File: src/rtl/led_pkg.sv
// Shared definitions for the LED pattern controller: mode encoding,
// per-mode entry patterns and the number of speed settings.
package led_pkg;

    typedef enum logic [1:0] {
        FLOW_L   = 2'd0,
        FLOW_R   = 2'd1,
        PINGPONG = 2'd2,
        BLINK    = 2'd3
    } mode_e;

    localparam logic [3:0] ENTRY_FLOW_L   = 4'b0001;
    localparam logic [3:0] ENTRY_FLOW_R   = 4'b1000;
    localparam logic [3:0] ENTRY_PINGPONG = 4'b0001;
    localparam logic [3:0] ENTRY_BLINK    = 4'b0000;

    localparam logic [1:0] SPEED_COUNT = 2'd3;

    function automatic mode_e next_mode(input mode_e m);
        case (m)
            FLOW_L:   return FLOW_R;
            FLOW_R:   return PINGPONG;
            PINGPONG: return BLINK;
            default:  return FLOW_L;
        endcase
    endfunction

    function automatic logic [3:0] entry_led(input mode_e m);
        case (m)
            FLOW_L:   return ENTRY_FLOW_L;
            FLOW_R:   return ENTRY_FLOW_R;
            PINGPONG: return ENTRY_PINGPONG;
            default:  return ENTRY_BLINK;
        endcase
    endfunction

endpackage

File: src/rtl/key_debounce.sv
// Push-button conditioner: 2-flop synchroniser, ms-tick based stability
// filter and a single-cycle pulse on each accepted press (high-to-low).
module key_debounce #(
    parameter int DEBOUNCE_MS = 20
) (
    input  logic sys_clk,
    input  logic rst_n,
    input  logic ms_tick,
    input  logic key,
    output logic press
);

    localparam int DW = $clog2(DEBOUNCE_MS + 1);

    logic          sync_1;
    logic          sync_2;
    logic          level;
    logic [DW-1:0] stable_cnt;
    logic          mismatch;
    logic          accept;

    // The press pulse is aligned with the accepting ms_tick so it can collide with a step event.
    assign mismatch = (sync_2 != level);
    assign accept   = mismatch && ms_tick && (stable_cnt == DW'(DEBOUNCE_MS - 1));
    assign press    = accept && level;

    always_ff @(posedge sys_clk or negedge rst_n) begin
        if (!rst_n) begin
            sync_1     <= 1'b1;
            sync_2     <= 1'b1;
            level      <= 1'b1;
            stable_cnt <= '0;
        end else begin
            sync_1 <= key;
            sync_2 <= sync_1;
            if (!mismatch) begin
                stable_cnt <= '0;
            end else if (ms_tick) begin
                if (accept) begin
                    level      <= sync_2;
                    stable_cnt <= '0;
                end else begin
                    stable_cnt <= stable_cnt + 1'b1;
                end
            end
        end
    end

endmodule

File: src/rtl/led_pattern_ctrl.sv
// Four-LED pattern generator with mode/speed push-buttons, a 1 ms
// prescaler and a speed-scaled step timer.
module led_pattern_ctrl
    import led_pkg::*;
#(
    parameter int CLK_FREQ_HZ = 50_000_000,
    parameter int STEP_MS     = 200,
    parameter int DEBOUNCE_MS = 20
) (
    input  logic       sys_clk,
    input  logic       rst_n,
    input  logic       key_mode,
    input  logic       key_speed,
    output logic [3:0] led,
    output logic [1:0] mode,
    output logic [1:0] speed,
    output logic       step_pulse
);

    localparam int MS_DIV = CLK_FREQ_HZ / 1000;
    localparam int MW     = $clog2(MS_DIV + 1);
    localparam int SW     = $clog2(STEP_MS + 1);

    logic [MW-1:0] ms_cnt;
    logic          ms_tick;
    logic          mode_press;
    logic          speed_press;

    mode_e         mode_q,     mode_d;
    logic [3:0]    led_q,      led_d;
    logic [1:0]    speed_q,    speed_d;
    logic          dir_q,      dir_d;
    logic [SW-1:0] step_cnt,   step_cnt_d;
    logic          pulse_q,    pulse_d;
    logic [SW-1:0] period_m1;
    logic          step_event;

    assign ms_tick = (ms_cnt == MW'(MS_DIV - 1));

    always_ff @(posedge sys_clk or negedge rst_n) begin
        if (!rst_n) begin
            ms_cnt <= '0;
        end else begin
            ms_cnt <= ms_tick ? '0 : ms_cnt + 1'b1;
        end
    end

    key_debounce #(.DEBOUNCE_MS(DEBOUNCE_MS)) u_mode_key (
        .sys_clk (sys_clk),
        .rst_n   (rst_n),
        .ms_tick (ms_tick),
        .key     (key_mode),
        .press   (mode_press)
    );

    key_debounce #(.DEBOUNCE_MS(DEBOUNCE_MS)) u_speed_key (
        .sys_clk (sys_clk),
        .rst_n   (rst_n),
        .ms_tick (ms_tick),
        .key     (key_speed),
        .press   (speed_press)
    );

    always_comb begin
        case (speed_q)
            2'd0:    period_m1 = SW'(STEP_MS - 1);
            2'd1:    period_m1 = SW'(STEP_MS / 2 - 1);
            default: period_m1 = SW'(STEP_MS / 4 - 1);
        endcase
    end

    assign step_event = ms_tick && (step_cnt == period_m1);

    always_ff @(posedge sys_clk or negedge rst_n) begin
        if (!rst_n) begin
            mode_q   <= FLOW_L;
            led_q    <= ENTRY_FLOW_L;
            speed_q  <= 2'd0;
            dir_q    <= 1'b0;
            step_cnt <= '0;
            pulse_q  <= 1'b0;
        end else begin
            mode_q   <= mode_d;
            led_q    <= led_d;
            speed_q  <= speed_d;
            dir_q    <= dir_d;
            step_cnt <= step_cnt_d;
            pulse_q  <= pulse_d;
        end
    end

    // Later assignments win: a mode press overrides any step in the same cycle.
    always_comb begin
        mode_d     = mode_q;
        led_d      = led_q;
        speed_d    = speed_q;
        dir_d      = dir_q;
        step_cnt_d = ms_tick ? step_cnt + 1'b1 : step_cnt;
        pulse_d    = 1'b0;

        if (step_event) begin
            step_cnt_d = '0;
            pulse_d    = 1'b1;
            case (mode_q)
                FLOW_L: led_d = {led_q[2:0], led_q[3]};
                FLOW_R: led_d = {led_q[0], led_q[3:1]};
                PINGPONG: begin
                    led_d = dir_q ? (led_q >> 1) : (led_q << 1);
                    if (led_d == 4'b1000 || led_d == 4'b0001) begin
                        dir_d = ~dir_q;
                    end
                end
                default: led_d = ~led_q;
            endcase
        end

        if (speed_press) begin
            speed_d    = (speed_q == SPEED_COUNT - 2'd1) ? 2'd0 : speed_q + 2'd1;
            step_cnt_d = '0;
        end

        if (mode_press) begin
            mode_d     = next_mode(mode_q);
            led_d      = entry_led(mode_d);
            dir_d      = 1'b0;
            step_cnt_d = '0;
            pulse_d    = 1'b0;
        end
    end

    assign led        = led_q;
    assign mode       = mode_q;
    assign speed      = speed_q;
    assign step_pulse = pulse_q;

endmodule

File: config.mk
export PLATFORM = sky130hd
export DESIGN_NAME = led_pattern_ctrl
export DESIGN_NICKNAME = d
export VERILOG_FILES = /design/src/rtl/led_pkg.sv /design/src/rtl/key_debounce.sv /design/src/rtl/led_pattern_ctrl.sv
export SDC_FILE = /design/constraint.sdc
export NUM_CORES = 1
export LEC_CHECK = 0
export BUFFER_PORTS_ARGS = -buffer_cell sky130_fd_sc_hd__buf_2
export CAP_MARGIN = 15
export CORE_MARGIN = 2
export CORE_UTILIZATION = 45
export DETAILED_ROUTE_END_ITERATION = 7
export PLACE_DENSITY = 0.74
export SYNTH_ARGS = -nofsm -noshare
export SYNTH_HDL_FRONTEND = slang
export SYNTH_HIERARCHICAL = 1
export SYNTH_SLANG_ARGS = --single-unit
File: constraint.sdc
create_clock -name sys_clk -period 2.9 [get_ports sys_clk]
set_input_delay 0.58 -clock sys_clk [delete_from_list [all_inputs] [get_ports sys_clk]]
set_output_delay 0.58 -clock sys_clk [all_outputs]
set_load 0.05 [all_outputs]
# Word level (Yosys, flattened, before mapping)
# Cells that the tools add are included.
[op_classes]
n_addsub = 5
n_eq_ne = 16
mux = 26
bitwise_logic = 2
reduce_logical = 19
[op_table]
columns = ["operator", "count"]
rows = [
  ["two-way mux 8 bit", 4],
  ["two-way mux 5 bit", 6],
  ["adder 16 x 1 -> 16 bit (second input constant)", 1],
  ["equality test 16 bit (second input constant)", 1],
  ["two-way mux 16 bit", 1],
  ["case mux 8 bit (2 select lines)", 1],
  ["two-way mux 4 bit", 3],
  ["case mux 4 bit (3 select lines)", 1],
  ["adder 5 x 1 -> 5 bit (second input constant)", 2],
  ["equality test 5 bit (second input constant)", 2],
  ["AND reduction 3 bit", 3],
  ["adder 8 x 1 -> 8 bit (second input constant)", 1],
  ["equality test 8 bit", 1],
  ["case mux 4 bit (2 select lines)", 1],
  ["logical AND 1 bit", 7],
  ["equality test 2 x 1 -> 1 bit (second input constant)", 3],
  ["equality test 2 bit (second input constant)", 3],
  ["logical NOT 2 bit", 3],
  ["two-way mux 1 bit", 6],
  ["case mux 2 bit (3 select lines)", 1],
  ["nonzero test 2 bit", 3],
  ["equality test 4 x 1 -> 1 bit (second input constant)", 1],
  ["equality test 4 bit (second input constant)", 1],
  ["two-way mux 2 bit", 2],
  ["other kinds (8)", 10],
]
[word_totals]
register_bits = 50
out_inout_bits = 9
elab_cells = 83

# Logic depth before layout (Yosys ltp)
# Gate-level depths: netlist (run 1).
[logic_depth]
ltp_word = 9
ltp_mapped = 10
ltp_nobuf = 8

# Hierarchy
# The synthesis (run 1) kept the hierarchy.
[by_module_without_submodules]
columns = ["module", "n_inst", "cells_each", "area_per_inst_um2", "seq_area_each_um2"]
rows = [
  ["led_pattern_ctrl", 1, 178, 1869.3, 852.1],
  ["key_debounce", 2, 32, 390.4, 203.9],
]

# Worst setup path after synthesis (run 1)
# OpenSTA, ideal clock, no wires.
[synth_timing]
path_type = "register -> register"
startpoint = "register ms_cnt[0]"
endpoint = "register step_cnt[5]"
setup_time_ns = 0.132
arrival_ns = 2.240
slack_ns = 0.528
path_stages_with_launch = 11
n_path_buf = 2
cell_sequence = "dfrtp_1 ha_1 and3_1 nand4_4 inv_4 buf_2 nand2_2 nor3b_1 or2_2 buf_1 nor3_1"
[synth_between]
elab_chain_cells = 6
[synth_rtl]
columns = ["element", "line_no", "text"]
rows = [
  ["start, declared", "led_pattern_ctrl.sv:24", "logic [MW-1:0] ms_cnt;"],
  ["start signal, assigned", "led_pattern_ctrl.sv:44", "ms_cnt <= ms_tick ? '0 : ms_cnt + 1'b1;"],
  ["equality test 16 bit *", "led_pattern_ctrl.sv:38", "assign ms_tick = (ms_cnt == MW'(MS_DIV - 1));"],
  ["via ms_tick", "led_pattern_ctrl.sv:25", "logic ms_tick;"],
  ["logical AND 1 bit * (2 in a row)", "key_debounce.sv:24", "assign accept = mismatch && ms_tick && (stable_cnt == DW'(DEBOUNCE_MS - 1));"],
  ["logical AND 1 bit *", "key_debounce.sv:25", "assign press = accept && level;"],
  ["via speed_press", "led_pattern_ctrl.sv:27", "logic speed_press;"],
  ["two-way mux 8 bit", "led_pattern_ctrl.sv:117", "if (speed_press) begin"],
  ["two-way mux 8 bit", "led_pattern_ctrl.sv:122", "if (mode_press) begin"],
  ["end signal, assigned", "led_pattern_ctrl.sv:87", "step_cnt <= step_cnt_d;"],
  ["end, declared", "led_pattern_ctrl.sv:33", "logic [SW-1:0] step_cnt, step_cnt_d;"],
]
# Mark *: on every way through the listed nets, which the timed path passes. The rest lies on a longest branch.
# A chain may end at the register's enable or synchronous reset.

# Worst setup path in the final report (run 1)
[layout_timing]
startpoint = "register ms_cnt[0]"
endpoint = "register speed_q[0], in the netlist speed[0]"
[layout_between]
elab_chain_cells = 4
[layout_rtl]
columns = ["element", "line_no", "text"]
rows = [
  ["equality test 16 bit", "led_pattern_ctrl.sv:38", ""],
  ["logical AND 1 bit (2 in a row)", "key_debounce.sv:24", ""],
  ["logical AND 1 bit", "key_debounce.sv:25", ""],
  ["via speed_press", "led_pattern_ctrl.sv:27", ""],
  ["end signal, assigned", "led_pattern_ctrl.sv:85", "speed_q <= speed_d;"],
  ["end, declared", "led_pattern_ctrl.sv:31", "logic [1:0] speed_q, speed_d;"],
]
# The timed path passes the listed nets, and every way through them passes these cells.

==> results of run 1 <==
## stage by stage
step / cell area [um2] / power, mW
2_1_floorplan: 2650 / 0.719
3_3_place_gp: 2810 / 0.737
3_5_place_dp: 2810 / 0.738
4_1_cts: 2930 / 1.25
5_1_grt: 2930 / 1.27
6_report: 2930 / 1.23
## power breakdown
| part | internal (mW) | switching, mW |
|---|---|---|
| Sequential | 0.702 | 0.00180 |
| Clock | 0.281 | 0.224 |
| Combinational | 0.00327 | 0.0156 |
## kinds of logic (layout without fill, tap and decap cells)
family | count (synthesis) | after routing | share of synthesized area
buffers and inverters | 7 | 28 | 0.0142
AOI/OAI and AO/OA | 42 | 42 | 0.0944
xor gates and xnor gates | 19 | 19 | 0.0628
and+or+nand+nor | 106 | 106 | 0.268
muxes | 10 | 10 | 0.0472
DFF | 50 | 50 | 0.475
adders and majority gates | 8 | 8 | 0.0378
## Yosys cell counts (5+ instances only)
cell,number
a21oi_1,17
dfrtp_1,43
dfstp_2,7
ha_1,8
mux2i_1,5
nand2_1,22
nand4_1,10
nor2_1,18
o21ai_0,13
or3b_1,6
xnor2_1,12
xor2_1,7
## state kept, by name (all words and copies together) (netlist names), 2 cells and up
name and count:
u_mode_key/stable_cnt 5, ms_cnt 16, step_cnt 8, speed 2
mode 2, led 4, u_speed_key/stable_cnt 5
## path summary, 6_finish.rpt
path | from | to | slack [ns] | depth (start not counted)
worst max-delay path | ms_cnt[0] | speed[0] | 0.58 | 7
worst min-delay path | u_speed_key/sync_1 | u_speed_key/sync_2 | 0.36 | 0
worst max register to register | ms_cnt[0] | speed[0] | 0.58 | 7
worst min register to register | u_speed_key/sync_1 | u_speed_key/sync_2 | 0.36 | 0
max in group asynchronous | rst_n | ms_cnt[7] | 2.11 | 2
min in group asynchronous | rst_n | step_cnt[1] | 0.38 | 2
## per-layer routing
layer / track usage / vias up / wire length [um]
met5: 0 / - / 0
met4: 0.0661 / 0 / 78
met3: 0.0344 / 6 / 148
met2: 0.241 / 24 / 2090
met1: 0.229 / 907 / 2260
li1: - / 916 / -
## cell type report
type	count	area, um2	area share
clock buffer	7	86.3	0.0295
clock inverter	1	30.0	0.0103
timing repair buffer	16	90.1	0.0308
multi-input combinational	185	1350	0.462
inverter	4	17.5	0.00599
tap	72	90.1	0.0308
sequential	50	1260	0.431
==> run metrics, run 1 <==
status=complete, no violations; Die ar.=6520 um2; Final min period=around 2.3 ns; antenna violations before repair=0; delay-heaviest family, CP=simple AND/OR/NAND/NOR gates; clk_skew=roughly 0.011 ns; # rows=27; filler cell count=approximately 500; Yosys top cell by area=dfrtp_1; initial core utilization=0.473; clock root buffer=clkbuf_8; top cells by area, synth=dfrtp_1 (41%), dfstp_2 (6.9%), xnor2_1 (4.0%); GRT Resource Usage Total=0.161; Warnings, synthesis=6; layout cells sized above 1=0.186; Syn Nets=~250; n_diodes=0; setup TNS=0 ns; Leakage Power=1.26 nW; top cell type's share of synthesized area=0.406; CP max-delay cell=nor3b_1; Synth Instances=roughly 240; cts bufs inserted=5; MaxCap Viol Count=0; VDD IR max=0.199 mV; library cells used by synthesis=52; Worst path max stage delay=0.45 ns; slew of the pin with the lowest slew margin=0.621 ns; final hold violation count=0; Post-CTS Setup Inserts=0; largest net degree at the start of global routing=51; CTS Hold Bufs=0; Critical Path RT=3.10 ns; grt ovf=0; crit-path max FO=16; cell area after synthesis=roughly 2700 um2; number of buffers and inverters on the critical path=1; DP Cell Count=between 300 and 400; area grow syn2layout=10.4%; final period utilization=0.801; Starting DRT DRC Count=114; Worst Setup End Kind=register; final core occ=0.522; Routed WL=approximately 4600 um; Setup-failing EPs final=0; commonest non-fill, non-tap cell in the layout=dfrtp_1; vias in the first global route=between 1,500 and 2,000; via/cell ratio=about 5.5; power per standard cell area=about 420 nW/um2; cts repair resizes=0; # IOs=13; RSZ-0062 raised after global routing=false; EDFF count, synth=0; CTS tree=done; Layout Nets=about 270; most frequent cells in the layout=dfrtp_1 (43), nand2_1 (22), nor2_1 (18); first-pass GRT wire length=roughly 8200 um; DR pass1 iterations=4; CP startpoint kind=register; die height=around 80 um; Worst slew margin=0.586; predominant post-synthesis flop cell=dfrtp_1; Reg clk slew, reported paths=0.09 ns; worst hold path class=register to register; HPWL after DPL=between 3000 and 4000 um; clock sinks=50; die width=roughly 81 um; Place WS=approximately 0.6 ns; clk_lat worst skew=roughly 0.3 ns; register area share after synthesis=0.475; maximum root-to-sink buffer count=2; fmax=0.430 GHz; Max Slew Vio Count=0; CTS H-tree depth=2; Final WS setup=approximately 0.58 ns; synthesis-stage register bit count=50; Syn Area/Cell=11.0 um2; ys async rst share=1.00; critical path class=register to register; CP Cell Sequence=ha_1 -> and3_1 -> nand4_4 -> inv_4 -> nand2_2 -> nor3b_1 -> mux2_2; via count=around 1,900; DRC Markers=0; core area=roughly 5600 um2; Routed Antenna Nets=0; Arr. time, crit path=between 2 and 3 ns; routed len/inst=13.7 um; GPL Wtd Cong=a little over 0.8; fin cells=335; port bufs=12; hold_ws=0.363 ns
Note: power is estimated with default switching activity, not from simulation.
==> run 2, diff against run 1 <==
Clock period 2.9 ns to 2.3 ns, I/O delays scaled along.
==> run metrics, run 2 (synthesis results as in run 1) <==
status=complete, no violations; clk_skew=0.00797 ns; commonest non-fill, non-tap cell in the layout=dfrtp_1; CP Cell Sequence=ha_1 -> and3_1 -> nand4_4 -> inv_4 -> buf_6 -> nand2_1 -> or3_1 -> a21oi_1; GR Layer Usage met3=0.0322; largest net degree at the start of global routing=slightly above 50; Starting DRT DRC Count=120; register area=1260 um2; Logic pwr share=0.015; die height=around 80 um; clock sinks=50; via/cell ratio=between 5 and 6; met1 Use GR=0.228; largest register by flop count=ms_cnt; CP startpoint kind=register; CTS H-tree depth=2; Layout Nets=approximately 270; clock root buffer=clkbuf_8; initial core utilization=0.473; cts repair resizes=0; Worst slew margin=0.586; first-pass GRT wire length=between 7000 and 8000 um; Routed WL=about 4600 um; Clk pwr share=0.403; Leakage Power=between 1 and 1.5 nW; layout cells sized above 1=0.194; vias in the first global route=~1,700; sw frac=0.206; Arr. time, crit path=2.33 ns; Routed Antenna Nets=0; VDD IR max=~0.25 mV; Critical Path RT=between 2 and 3 ns; Worst Setup End Kind=register; maximum root-to-sink buffer count=2; final period utilization=0.914; area of the multi-input gates=1360 um2; # IOs=13; DRC Markers=0; GRT Resource Usage Total=0.155; power per standard cell area=about 520 nW/um2; CTS Hold Bufs=0; internal power=around 1.2 mW; HPWL after DPL=3140 um; Setup-failing EPs final=0; Post-CTS Setup Inserts=0; filler cell count=500; clk_lat worst skew=around 0.3 ns; GPL Wtd Cong=a little under 0.8; cts bufs inserted=5; setup TNS=0 ns; Final min period=roughly 2.1 ns; DR pass1 iterations=4; Sw Pwr=approximately 310 uW; Reg clk slew, reported paths=0.09 ns; overall power=roughly 1.5 mW; Regs by FF count=ms_cnt (16), step_cnt (8); n_diodes=0; Max Slew Vio Count=0; die width=between 80 and 90 um; grt ovf=0; via count=1,856; final hold violation count=0; met2 Use GR=0.228; Die ar.=approximately 6500 um2; MaxCap Viol Count=0; max reg flops=16; slew of the pin with the lowest slew margin=0.621 ns; GRT busiest layer=met2; antenna violations before repair=0; most frequent cells in the layout=dfrtp_1 (43), nand2_1 (22), nor2_1 (18); sequential power share=0.581; # rows=27; core area=between 5000 and 6000 um2; critical path class=register to register; fmax=0.476 GHz; worst-case reg-to-reg path depth=8; worst hold path class=input pin to async pin; RSZ-0062 raised after global routing=false; Worst path max stage delay=0.38 ns; CTS tree=done; area grow syn2layout=10.7%; routed len/inst=between 10 and 15 um; CP max-delay cell=dfrtp_1; port bufs=12; crit-path max FO=25
## run 2: changes by cell type in the layout (fill, tap and decap cells not counted), sizes merged
cell and change:
clkbuf -2, clkinvlp +2
## run 2: power by group through the flow
stage	Clock (mW)	Combinational, mW	Sequential, mW
6_report	0.616	0.0235	0.888
5_1_grt	0.680	0.0284	0.889
4_1_cts	0.635	0.0253	0.888
3_5_place_dp	0	0.0253	0.905
3_3_place_gp	0	0.0250	0.904
2_1_floorplan	0	0.00299	0.904
## run 2: worst max-delay path: cells and delay by family (launching register included)
kind                     cells  cell delay [ns]
AO/OA/AOI/OAI                1             0.14
flip-flops                   1             0.38
adder cells (fa/ha/maj)      1             0.24
AND/OR/NAND/NOR              4             0.87
buffers and inverters        2             0.39
## run 2: metal layers
metal  vias up  wire length (um)  part of all wire
met5         -                 0                 0
met4         0                68             0.015
met3         7               128             0.028
met2        28              2140              0.47
met1       908              2220              0.49
li1        913                 -                 -
## run 2: layout make-up
class | instances | area share
clock buffers | 5 | 0.0235
clock inverters | 3 | 0.0154
inverters | 4 | 0.00597
multi-input cells | 185 | 0.463
flip-flops and latches | 50 | 0.430
well taps | 72 | 0.0307
repair buffers | 16 | 0.0320
## run 2: metrics by stage
stage          hold WS, ns  cell area (um2)  utilization  setup slack, ns  instances
2_1_floorplan        0.164             2650            -           0.0259        242
3_3_place_gp         0.346             2810        0.501            0.258        327
3_5_place_dp         0.348             2810        0.501            0.143        327
4_1_cts              0.241             2920        0.521            0.107        335
5_1_grt              0.231             2930        0.523           0.0414        335
6_report             0.248             2930        0.523            0.198        335
## run 2: final timing paths
check | startpoint | endpoint | slack (ns)
max | ms_cnt[0] | u_mode_key/stable_cnt[2] | 0.20
min | rst_n | ms_cnt[9] | 0.25
max reg2reg | ms_cnt[0] | u_mode_key/stable_cnt[2] | 0.20
min reg2reg | u_speed_key/sync_1 | u_speed_key/sync_2 | 0.36
max in group asynchronous | rst_n | u_mode_key/stable_cnt[0] | 1.63
min in group sys_clk | key_mode | u_mode_key/sync_1 | 0.25
==> run 3, diff against run 2 <==
Settings changed: CTS_BUF_LIST set to sky130_fd_sc_hd__clkbuf_4.
==> run metrics, run 3 (synthesis results as in run 1) <==
RSZ-0062 raised after global routing=false; die height=between 80 and 90 um; Leakage Power=approximately 1.2 nW; largest register by flop count=ms_cnt; worst hold path class=input pin to async pin; area grow syn2layout=9.49%; Worst slew margin=0.585; Place WS=~0.14 ns; largest net degree at the start of global routing=between 50 and 60; CTS tree=done; Layout Nets=between 200 and 300; post-route cell area=2900 um2; number of buffers and inverters on the critical path=2; setup TNS=0 ns; Max Slew Vio Count=0; hold_ws=roughly 0.17 ns; cts bufs inserted=5; routed len/inst=13.8 um; clock sinks=50; critical path class=register to register; maximum root-to-sink buffer count=2; die width=80.7 um; Routed Antenna Nets=0; final period utilization=0.924; layout cells sized above 1=0.194; clk_skew=about 0.013 ns; initial core utilization=0.473; Final min period=about 2.1 ns; CTS H-tree depth=2; Regs by FF count=ms_cnt (16), step_cnt (8); max reg flops=16; grt ovf=0; GRT Resource Usage Total=0.157; Reg-to-Reg End=u_mode_key/stable_cnt[2]; final core occ=0.517; Final WS setup=~0.18 ns; fmax=approximately 0.47 GHz; most frequent cells in the layout=dfrtp_1 (43), nand2_1 (22), nor2_1 (18); DP Cell Count=~330; Setup-failing EPs final=0; overall power=approximately 1.4 mW; Worst Setup End Kind=register; via count=1,883; clock root buffer=clkbuf_4; MaxCap Viol Count=0; slew of the pin with the lowest slew margin=around 0.62 ns; delay-heaviest family, CP=simple AND/OR/NAND/NOR gates; CP startpoint kind=register; Arr. time, crit path=around 2.4 ns; first-pass GRT wire length=about 8000 um; Die ar.=6520 um2; Critical Path RT=2.59 ns; Routed WL=~4600 um; via/cell ratio=5.62; Starting DRT DRC Count=between 100 and 150; CP max-delay cell=dfrtp_1; fin cells=335; final hold violation count=0; GPL Wtd Cong=0.769; status=complete, no violations; R2R setup slack=approximately 0.18 ns; CP Cell Sequence=ha_1 -> and3_1 -> nand4_4 -> inv_4 -> buf_6 -> nand2_1 -> or3_1 -> a21oi_1; port bufs=12; # rows=27; power per standard cell area=approximately 490 nW/um2; core area=~5600 um2; Worst path max stage delay=0.41 ns; VDD IR max=between 0.2 and 0.25 mV; Placement Cell Area=between 2000 and 3000 um2; # IOs=13; HPWL after DPL=3140 um; DR pass1 iterations=5; DRC Markers=0; crit-path max FO=25; worst-case reg-to-reg path depth=8; Reg clk slew, reported paths=about 0.15 ns; antenna violations before repair=0; vias in the first global route=1,674; n_diodes=0; FF-to-FF Start=ms_cnt[0]; Post-CTS Setup Inserts=0; filler cell count=507; commonest non-fill, non-tap cell in the layout=dfrtp_1; CTS Hold Bufs=0; clk_lat worst skew=~0.37 ns
run 3: timing repair:
item / in CTS / in global routing
gates resized for setup: 0 / 2
endpoints found under the hold margin: 0 / 0
endpoints found under the setup margin: 0 / 11
run 3: cell type report:
| cell class | instances | area, um2 | share of cell area |
|---|---|---|---|
| Clock inverter | 3 | 45.0 | 0.0155 |
| Tap cell | 72 | 90.1 | 0.0310 |
| Timing Repair Buffer | 16 | 93.8 | 0.0323 |
| Clock buffer | 5 | 37.5 | 0.0129 |
| Multi-Input combinational cell | 185 | 1360 | 0.468 |
| Sequential cell | 50 | 1260 | 0.434 |
| Inverter | 4 | 17.5 | 0.00604 |
run 3: layer usage:
layer / wire (um) / global-route usage / share of wire / vias to the layer above
met5: 0 / 0 / 0 / -
met4: 61 / 0.0593 / 0.013 / 0
met3: 159 / 0.0356 / 0.034 / 4
met2: 2130 / 0.228 / 0.46 / 40
met1: 2260 / 0.229 / 0.49 / 920
li1: - / - / - / 919
run 3: power breakdown:
part | internal (mW) | switching, mW
clock network | 0.228 | 0.280
logic | 0.00410 | 0.0194
registers | 0.886 | 0.00286
run 3: worst max-delay path by stage:
stage,end,from,cells after the start
final,u_mode_key/stable_cnt[2],ms_cnt[0],8
after global routing,u_mode_key/stable_cnt[2],ms_cnt[0],8
after CTS,u_mode_key/stable_cnt[2],ms_cnt[0],8
after detailed placement,u_mode_key/stable_cnt[2],ms_cnt[0],8
after global placement,speed[0],ms_cnt[0],7
after floorplan,step_cnt[5],ms_cnt[0],10
